===== config.mk =====
export PLATFORM = sky130hd
export DESIGN_NAME = audio_fade_ctrl_flat
export DESIGN_NICKNAME = d
export VERILOG_FILES = /design/src/rtl/audio_fade_ctrl_if.sv /design/src/rtl/audio_fade_ctrl.sv /design/src/flat_wrapper.sv
export SDC_FILE = /design/constraint.sdc
export NUM_CORES = 1
export LEC_CHECK = 0
export CORE_ASPECT_RATIO = 1.4
export CORE_MARGIN = 2
export CORE_UTILIZATION = 55
export DETAILED_ROUTE_END_ITERATION = 10
export PLACE_DENSITY = 0.85
export SLEW_MARGIN = 0
export SYNTH_ARGS = -nofsm -noshare
export SYNTH_HDL_FRONTEND = slang
export SYNTH_SLANG_ARGS = --single-unit

===== constraint.sdc =====
create_clock -name clkdac -period 12.96 [get_ports clkdac]
set_clock_uncertainty 0.05 [all_clocks]
set_input_delay 1.944 -clock clkdac [delete_from_list [all_inputs] [get_ports clkdac]]
set_output_delay 1.944 -clock clkdac [all_outputs]
set_load 0.03 [all_outputs]

===== src/rtl/audio_fade_ctrl_if.sv =====
// Control/audio bus of the fade controller: config write, mute level, sample path and status.
interface audio_fade_ctrl_if;
  logic       cfg_we;
  logic [7:0] cfg_data;
  logic       cfg_ack;
  logic       mute_req;
  logic [7:0] sample_in;
  logic [7:0] sample_out;
  logic       busy;

  // Host / mixer side
  modport master (
    output cfg_we, cfg_data, mute_req, sample_in,
    input  cfg_ack, sample_out, busy
  );

  // Fade controller side
  modport slave (
    input  cfg_we, cfg_data, mute_req, sample_in,
    output cfg_ack, sample_out, busy
  );
endinterface


===== src/rtl/audio_fade_ctrl.sv =====
// Audio fade controller: ramps an 8-bit gain toward a target volume (or to zero on mute)
// at a prescaled tick rate and applies the gain to an excess-128 sample stream.
module audio_fade_ctrl #(
  parameter int unsigned PRESCALE  = 255,
  parameter int unsigned RAMP_STEP = 1
) (
  input  logic              clkdac,
  input  logic              reset,
  audio_fade_ctrl_if.slave  bus
);

  localparam int unsigned PW = 16;
  localparam int unsigned GW = 8;
  localparam int unsigned MW = 17;

  typedef enum logic [1:0] {
    MUTED     = 2'd0,
    RAMP_UP   = 2'd1,
    PLAY      = 2'd2,
    RAMP_DOWN = 2'd3
  } state_t;

  state_t               r_state;
  logic [GW-1:0]        r_gain;
  logic [GW-1:0]        r_target;
  logic                 r_ack;
  logic                 r_busy;
  logic [PW-1:0]        r_presc;
  logic signed [MW-1:0] r_p;
  logic [GW-1:0]        r_out;

  logic                 w_tick;
  logic [GW-1:0]        w_eff;
  logic [GW:0]          w_up_sum;
  logic [GW-1:0]        w_up_next;
  logic [GW-1:0]        w_dn_next;
  logic signed [MW-1:0] w_smp;
  logic signed [MW-1:0] w_gain_s;

  // Effective target and clamped next gain values in both directions
  always_comb begin
    w_tick    = (r_presc == PW'(PRESCALE));
    w_eff     = bus.mute_req ? '0 : r_target;
    w_up_sum  = {1'b0, r_gain} + (GW+1)'(RAMP_STEP);
    w_up_next = (w_up_sum > {1'b0, w_eff}) ? w_eff : w_up_sum[GW-1:0];
    w_dn_next = ({1'b0, r_gain} < ({1'b0, w_eff} + (GW+1)'(RAMP_STEP)))
                ? w_eff : (r_gain - GW'(RAMP_STEP));
    // sample_in - 128 sign-extended: flipping the MSB converts excess-128 to two's complement
    w_smp     = {{(MW-7){~bus.sample_in[7]}}, bus.sample_in[6:0]};
    w_gain_s  = {{(MW-GW){1'b0}}, r_gain};
  end

  // Target register and one-cycle write acknowledge
  always_ff @(posedge clkdac) begin
    if (reset) begin
      r_target <= '0;
      r_ack    <= 1'b0;
    end else begin
      r_ack <= bus.cfg_we;
      if (bus.cfg_we) r_target <= bus.cfg_data;
    end
  end

  // Free-running ramp prescaler; tick is the cycle the count sits at PRESCALE
  always_ff @(posedge clkdac) begin
    if (reset)       r_presc <= '0;
    else if (w_tick) r_presc <= '0;
    else             r_presc <= r_presc + PW'(1);
  end

  // Fade FSM: gain only moves on ticks while ramping; busy tracks the ramp states
  always_ff @(posedge clkdac) begin
    if (reset) begin
      r_state <= MUTED;
      r_gain  <= '0;
      r_busy  <= 1'b0;
    end else begin
      case (r_state)
        MUTED: begin
          r_gain <= '0;
          if (w_eff != '0) begin
            r_state <= RAMP_UP;
            r_busy  <= 1'b1;
          end
        end
        RAMP_UP: begin
          if (w_eff < r_gain) begin
            r_state <= RAMP_DOWN;
            r_busy  <= 1'b1;
          end else if (w_eff == r_gain) begin
            r_state <= PLAY;
            r_busy  <= 1'b0;
          end else if (w_tick) begin
            r_gain <= w_up_next;
          end
        end
        RAMP_DOWN: begin
          if (w_eff > r_gain) begin
            r_state <= RAMP_UP;
            r_busy  <= 1'b1;
          end else if (w_eff == r_gain) begin
            r_state <= (w_eff == '0) ? MUTED : PLAY;
            r_busy  <= 1'b0;
          end else if (w_tick) begin
            r_gain <= w_dn_next;
          end
        end
        PLAY: begin
          if (w_eff > r_gain) begin
            r_state <= RAMP_UP;
            r_busy  <= 1'b1;
          end else if (w_eff < r_gain) begin
            r_state <= RAMP_DOWN;
            r_busy  <= 1'b1;
          end
        end
        default: begin
          r_state <= MUTED;
          r_gain  <= '0;
          r_busy  <= 1'b0;
        end
      endcase
    end
  end

  // Two-stage gain multiply: signed product, then floor shift back to excess-128
  always_ff @(posedge clkdac) begin
    if (reset) begin
      r_p   <= '0;
      r_out <= 8'h80;
    end else begin
      r_p   <= w_smp * w_gain_s;
      r_out <= GW'((r_p >>> 8) + MW'(128));
    end
  end

  assign bus.cfg_ack    = r_ack;
  assign bus.busy       = r_busy;
  assign bus.sample_out = r_out;

endmodule


===== src/flat_wrapper.sv =====
// flat-port wrapper written by rule: the top's interface ports become plain ports
module audio_fade_ctrl_flat 
#(
  parameter int unsigned PRESCALE  = 255,
  parameter int unsigned RAMP_STEP = 1
)
  (clkdac, reset, bus_cfg_we, bus_cfg_data, bus_mute_req, bus_sample_in, bus_cfg_ack, bus_sample_out, bus_busy);
  audio_fade_ctrl_if bus_i ();
  input  logic clkdac;
  input  logic reset;
  input wire logic [$bits(bus_i.cfg_we)-1:0] bus_cfg_we;
  input wire logic [$bits(bus_i.cfg_data)-1:0] bus_cfg_data;
  input wire logic [$bits(bus_i.mute_req)-1:0] bus_mute_req;
  input wire logic [$bits(bus_i.sample_in)-1:0] bus_sample_in;
  output wire logic [$bits(bus_i.cfg_ack)-1:0] bus_cfg_ack;
  output wire logic [$bits(bus_i.sample_out)-1:0] bus_sample_out;
  output wire logic [$bits(bus_i.busy)-1:0] bus_busy;
  assign bus_i.cfg_we = bus_cfg_we;
  assign bus_i.cfg_data = bus_cfg_data;
  assign bus_i.mute_req = bus_mute_req;
  assign bus_i.sample_in = bus_sample_in;
  assign bus_cfg_ack = bus_i.cfg_ack;
  assign bus_sample_out = bus_i.sample_out;
  assign bus_busy = bus_i.busy;
  audio_fade_ctrl #(.PRESCALE(PRESCALE), .RAMP_STEP(RAMP_STEP)) u_core (.clkdac(clkdac), .reset(reset), .bus(bus_i));
endmodule

# Word-level counts from Yosys, hierarchy flattened
# Cells that the tools add are included.
[totals] wordCells=68 register_bits=60 output_inout_bits=10 input_bits=20
[op_classes] add_sub_neg=5 eq_ne=15 bitwise_logic=1 reduce_logical=8 n_mux=26 n_lt_le_gt_ge=4 mul=1
[ops] cell="$mux 8" count=9
[ops] cell="$pmux 8 s3" count=1
[ops] cell="$add 8x1->9 const B" count=2
[ops] cell="$add 16x1->16 const B" count=1
[ops] cell="$eq 16x8->1 const B" count=1
[ops] cell="$mul 8x9->16" count=1
[ops] cell="$mux 2" count=8
[ops] cell="$gt 9x8->1" count=1
[ops] cell="$lt 8x9->1" count=1
[ops] cell="$ne 3x1->1 const B" count=3
[ops] cell="$add 8x8->8 const B" count=1
[ops] cell="$eq 8x8->1" count=1
[ops] cell="$gt 8x8->1" count=1
[ops] cell="$logic_not 8->1" count=1
[ops] cell="$lt 8x8->1" count=1
[ops] cell="$ne 2x2->1 const B" count=4
[ops] cell="$pmux 2 s4" count=1
[ops] cell="$reduce_bool 8->1" count=1
[ops] cell="$sub 8x1->8 const B" count=1
[ops] cell="$reduce_and 7->1" count=1
[ops] cell="$mux 1" count=6
[ops] cell="$ne 2x1->1 const B" count=3
[ops] cell="$eq 2x2->1 const B" count=2
[ops] cell="$pmux 1 s4" count=1
[ops] cell="other kinds (7)" count=7

# Depth between registers and ports, before layout
[logic_depth] depth_word=8 ltp_mapped=18 depth_no_buf=17

# Least setup slack after synthesis
# Ideal clock, no wire load.
[synth_timing] path_kind="input to register" from="input port bus_sample_in[7]" to="register u_core.r_p[13]" setup_ns=0.128 cell_stages=16 slack_ns=6.932 path_buffers=1 arrival_time_ns=5.851 path_cell_list="clkbuf_1 -> or2_2 -> fa_1 -> fa_1 -> inv_1 -> fa_1 -> inv_1 -> fa_1 -> inv_1 -> ha_1 -> or3_1 -> o211ai_1 -> a21oi_1 -> a21oi_1 -> xor2_1 -> nor2_1"
[synth_via] elab_chain_cells=2
[synth_lines] item="from (decl)" line="flat_wrapper.sv:14" rtl="input wire logic [$bits(bus_i.sample_in)-1:0] bus_sample_in;"
[synth_lines] item="$not 1->1" line="audio_fade_ctrl.sv:49" rtl="w_smp = {{(MW-7){~bus.sample_in[7]}}, bus.sample_in[6:0]};"
[synth_lines] item="$mul 8x9->16" line="audio_fade_ctrl.sv:132" rtl="r_p <= w_smp * w_gain_s;"
[synth_lines] item="to (signal assigned)" line="audio_fade_ctrl.sv:132"
[synth_lines] item="to (decl)" line="audio_fade_ctrl.sv:29" rtl="logic signed [MW-1:0] r_p;"
# No other way between the ends.
# A chain may end at the register's enable or synchronous reset.

# Worst setup path in the final report
# Ends and elaborated chain as after synthesis.

==> metrics.md <==
| Metric | Value |
|---|---|
| Initial DRC Count | 212 |
| Max-cap violations | 0 |
| Gpl congestion | 0.922 |
| Antenna-violating nets left | 0 |
| R2R setup slack | 8200 ps |
| Yosys reg bits | 52 |
| Worst slew pin tran | 1290 ps |
| Slowest stage delay, CP | 610 ps |
| Wirelength per Cell | 16.5 um |
| Total Routing Usage GR | 24.0% |
| Crit. End Element | register |
| Crit path time final | 6470 ps |
| Most common cell after layout, fill and taps aside | ha_1 |
| Main synth FF type | dfxtp_1 |
| Critical Path AT | 6600 ps |
| Register area share after synthesis | 20.3% |
| DIE AREA | 10,100 sq um |
| Max Freq | 155 MHz |
| Post-DP HPWL | 8830 um |
| Die Wd | 85.6 um |
| Cell Pwr Density | 185 nW/um^2 |
| Post-DR vias/cell | 5.88 |
| Most frequent cells in the layout | 68 x ha_1, 64 x inv_1, 52 x nor2_1, 52 x dfxtp_1, 39 x and2_1 |
| RSZ-0062 raised after global routing | no |
| Post-synth ARST share | 0% |
| Grt ovf | 0 |
| Height of the die | 118 um |
| DRC | 0 |
| Final hold violation count | 0 |
| CTS tree | yes |
| Final Cycle Share | 49.9% |
| Status | completed |
| Syn Inst Count | 586 |
| Cell variety after synth | 58 |
| Drt first pass iters | 4 |
| Post-Syn Area | 5130 sq um |
| Critical Path RT | 13,090 ps |
| CTS root buf | clkbuf_16 |
| Critical Path Start | bus_sample_in[7] |
| Inserted Diodes | 0 |
| Initial antenna violation count | 0 |
| Layout Nets | 719 |
| Ports | 30 |
| Max H-tree Level | 2 |
| CP Max Fanout | 10 |
| Crit Path Class | in -> reg |
| Synth warn | 0 |
| Setup tns final | 0 ps |
| Leak | 2.49 nW |
| Via count | 4,136 |
| First-pass GRT wire length | 19,700 um |
| Largest net degree at the start of global routing | 40 |
| # resized after CTS | 0 |
| Core area | 9030 sq um |
| Num Clock Sinks | 52 |
| CP Cell Sequence | clkdlybuf4s50_1 > or2_2 > fa_1 > fa_1 > inv_1 > fa_1 > inv_1 > fa_1 > inv_1 > ha_1 > nand4b_1 > o22ai_1 > o211ai_1 > a21oi_1 > a21oi_1 > xor2_1 > nor2_1 |
| Reg-to-Reg Start | u_core.r_gain[3] |
| Critical-path top delay cell | clkdlybuf4s50_1 |
| # hold bufs at CTS | 0 |
| Fraction of layout cells with a size suffix above 1 | 4.19% |
| Post-synth EDFFs | 0 |
| Core Rows | 41 |
| Number of setup violations in the final report | 0 |
| Setup Fix Bufs, Post-CTS | 0 |
| Startpoint Class | primary input |
| Cell mode on critical path | fa_1 |
| Post-synthesis area per instance | 8.75 sq um |
| Starting density of the core | 56.8% |
| Largest vdd supply drop | 132 uV |
| Clock slew seen by the registers of the worst setup and hold paths | 70 ps |
| Area delta synth->final | 8.59% |
| Worst min path class | reg -> reg |
| Number of global-route vias before repair | 4,388 |
| Clk buf depth | 2 |
| Hold Slack | 359 ps |
| Slew Limit Fails | 0 |
| Clk_lat worst skew | 300 ps |
| Buffers added on ports | 29 |
| DRT Wirelength | 11,600 um |
| Slew HR | 14.0% |
| HP Start | u_core.r_p[15] |
| Syn Nets | 709 |
| Cts bufs inserted | 5 |
## kinds of logic after synthesis
group | count (synthesis) | share of synthesized area (%)
buffers and inverters | 92 | 7.56
AND/OR/NAND/NOR | 224 | 23.4
adder cells (fa/ha/maj) | 104 | 30.4
multiplexers | 10 | 1.98
flip-flops | 52 | 20.3
AO/OA/AOI/OAI | 64 | 9.47
XOR/XNOR | 40 | 6.83
## per-stage QoR
step | cell area (sq um) | total power, mW | utilization [%] | setup WS (ps) | cells
floorplan | 5130 | 0.749 | - | 6930 | 586
global route | 5570 | 1.14 | 61.7 | 6260 | 704
CTS | 5570 | 1.03 | 61.7 | 6480 | 704
detailed placement | 5420 | 0.888 | 60.0 | 6190 | 696
global placement | 5420 | 0.854 | 60.0 | 6270 | 696
finish | 5570 | 1.03 | 61.7 | 6490 | 704
## synthesized netlist by cell type (6+ instances only)
master    count  share of area (%)
nand3_1      23                2.2
ha_1         68                 17
dfxtp_1      52                 20
nor2_1       52                3.8
fa_1         35                 14
xnor2_1      24                4.1
clkbuf_1     16                1.2
nor2b_1      18                2.2
nand2b_1      7               0.85
and2_1       39                4.8
inv_1        64                4.7
a221oi_1      7                1.2
nor3_1       18                1.8
nand2_1      31                2.3
mux2i_1       9                1.8
a31oi_1       7               0.85
xor2_1       16                2.7
and3_1        6               0.73
a21oi_1      14                1.4
## state kept, by name (all words and copies together) (netlist names)
name and cells:
u_core.r_presc 16, u_core.bus.sample_out 8, u_core.r_gain 8, u_core.r_p 8
u_core.r_target 8, u_core.r_state 2, u_core.bus.busy 1, u_core.bus.cfg_ack 1
## per-layer routing
metal,up-vias,global-route usage [%],share of wire [%],wire [um]
li1,1979,-,-,-
met1,1994,26.6,38,4420
met2,122,43.8,53,6180
met3,41,2.44,4.1,475
met4,0,12.7,4.4,514
met5,-,0,0,0
## critical path, delay by kind of cell
kind | cells | cell delay (ps)
fa+ha+maj | 5 | 2380
compound gates | 4 | 840
buf+inv | 4 | 760
simple gates | 3 | 540
xor+xnor | 1 | 130
## where the power goes
part | switching [mW] | total, mW | internal (mW)
Sequential | 0.0480 | 0.237 | 0.189
Combinational | 0.375 | 0.655 | 0.280
Clock | 0.0635 | 0.137 | 0.0733
Total | 0.486 | 1.03 | 0.543
## final cells by class
| class | instances | area (sq um) |
|---|---|---|
| clock inverters | 3 | 27.5 |
| well taps | 107 | 134 |
| flip-flops and latches | 52 | 1040 |
| fillers | 745 | 3460 |
| repair buffers | 30 | 298 |
| multi-input cells | 442 | 3700 |
| clock buffers | 5 | 125 |
| inverters | 65 | 244 |
## path summary, 6_finish.rpt
path / cells after the start / endpoint
setup / recovery: 17 / u_core.r_p[13]
hold / removal: 1 / u_core.bus.sample_out[7]
setup reg to reg: 16 / u_core.r_p[13]
hold reg to reg: 1 / u_core.bus.sample_out[7]
No activity file was read; power rests on OpenSTA's default activity.
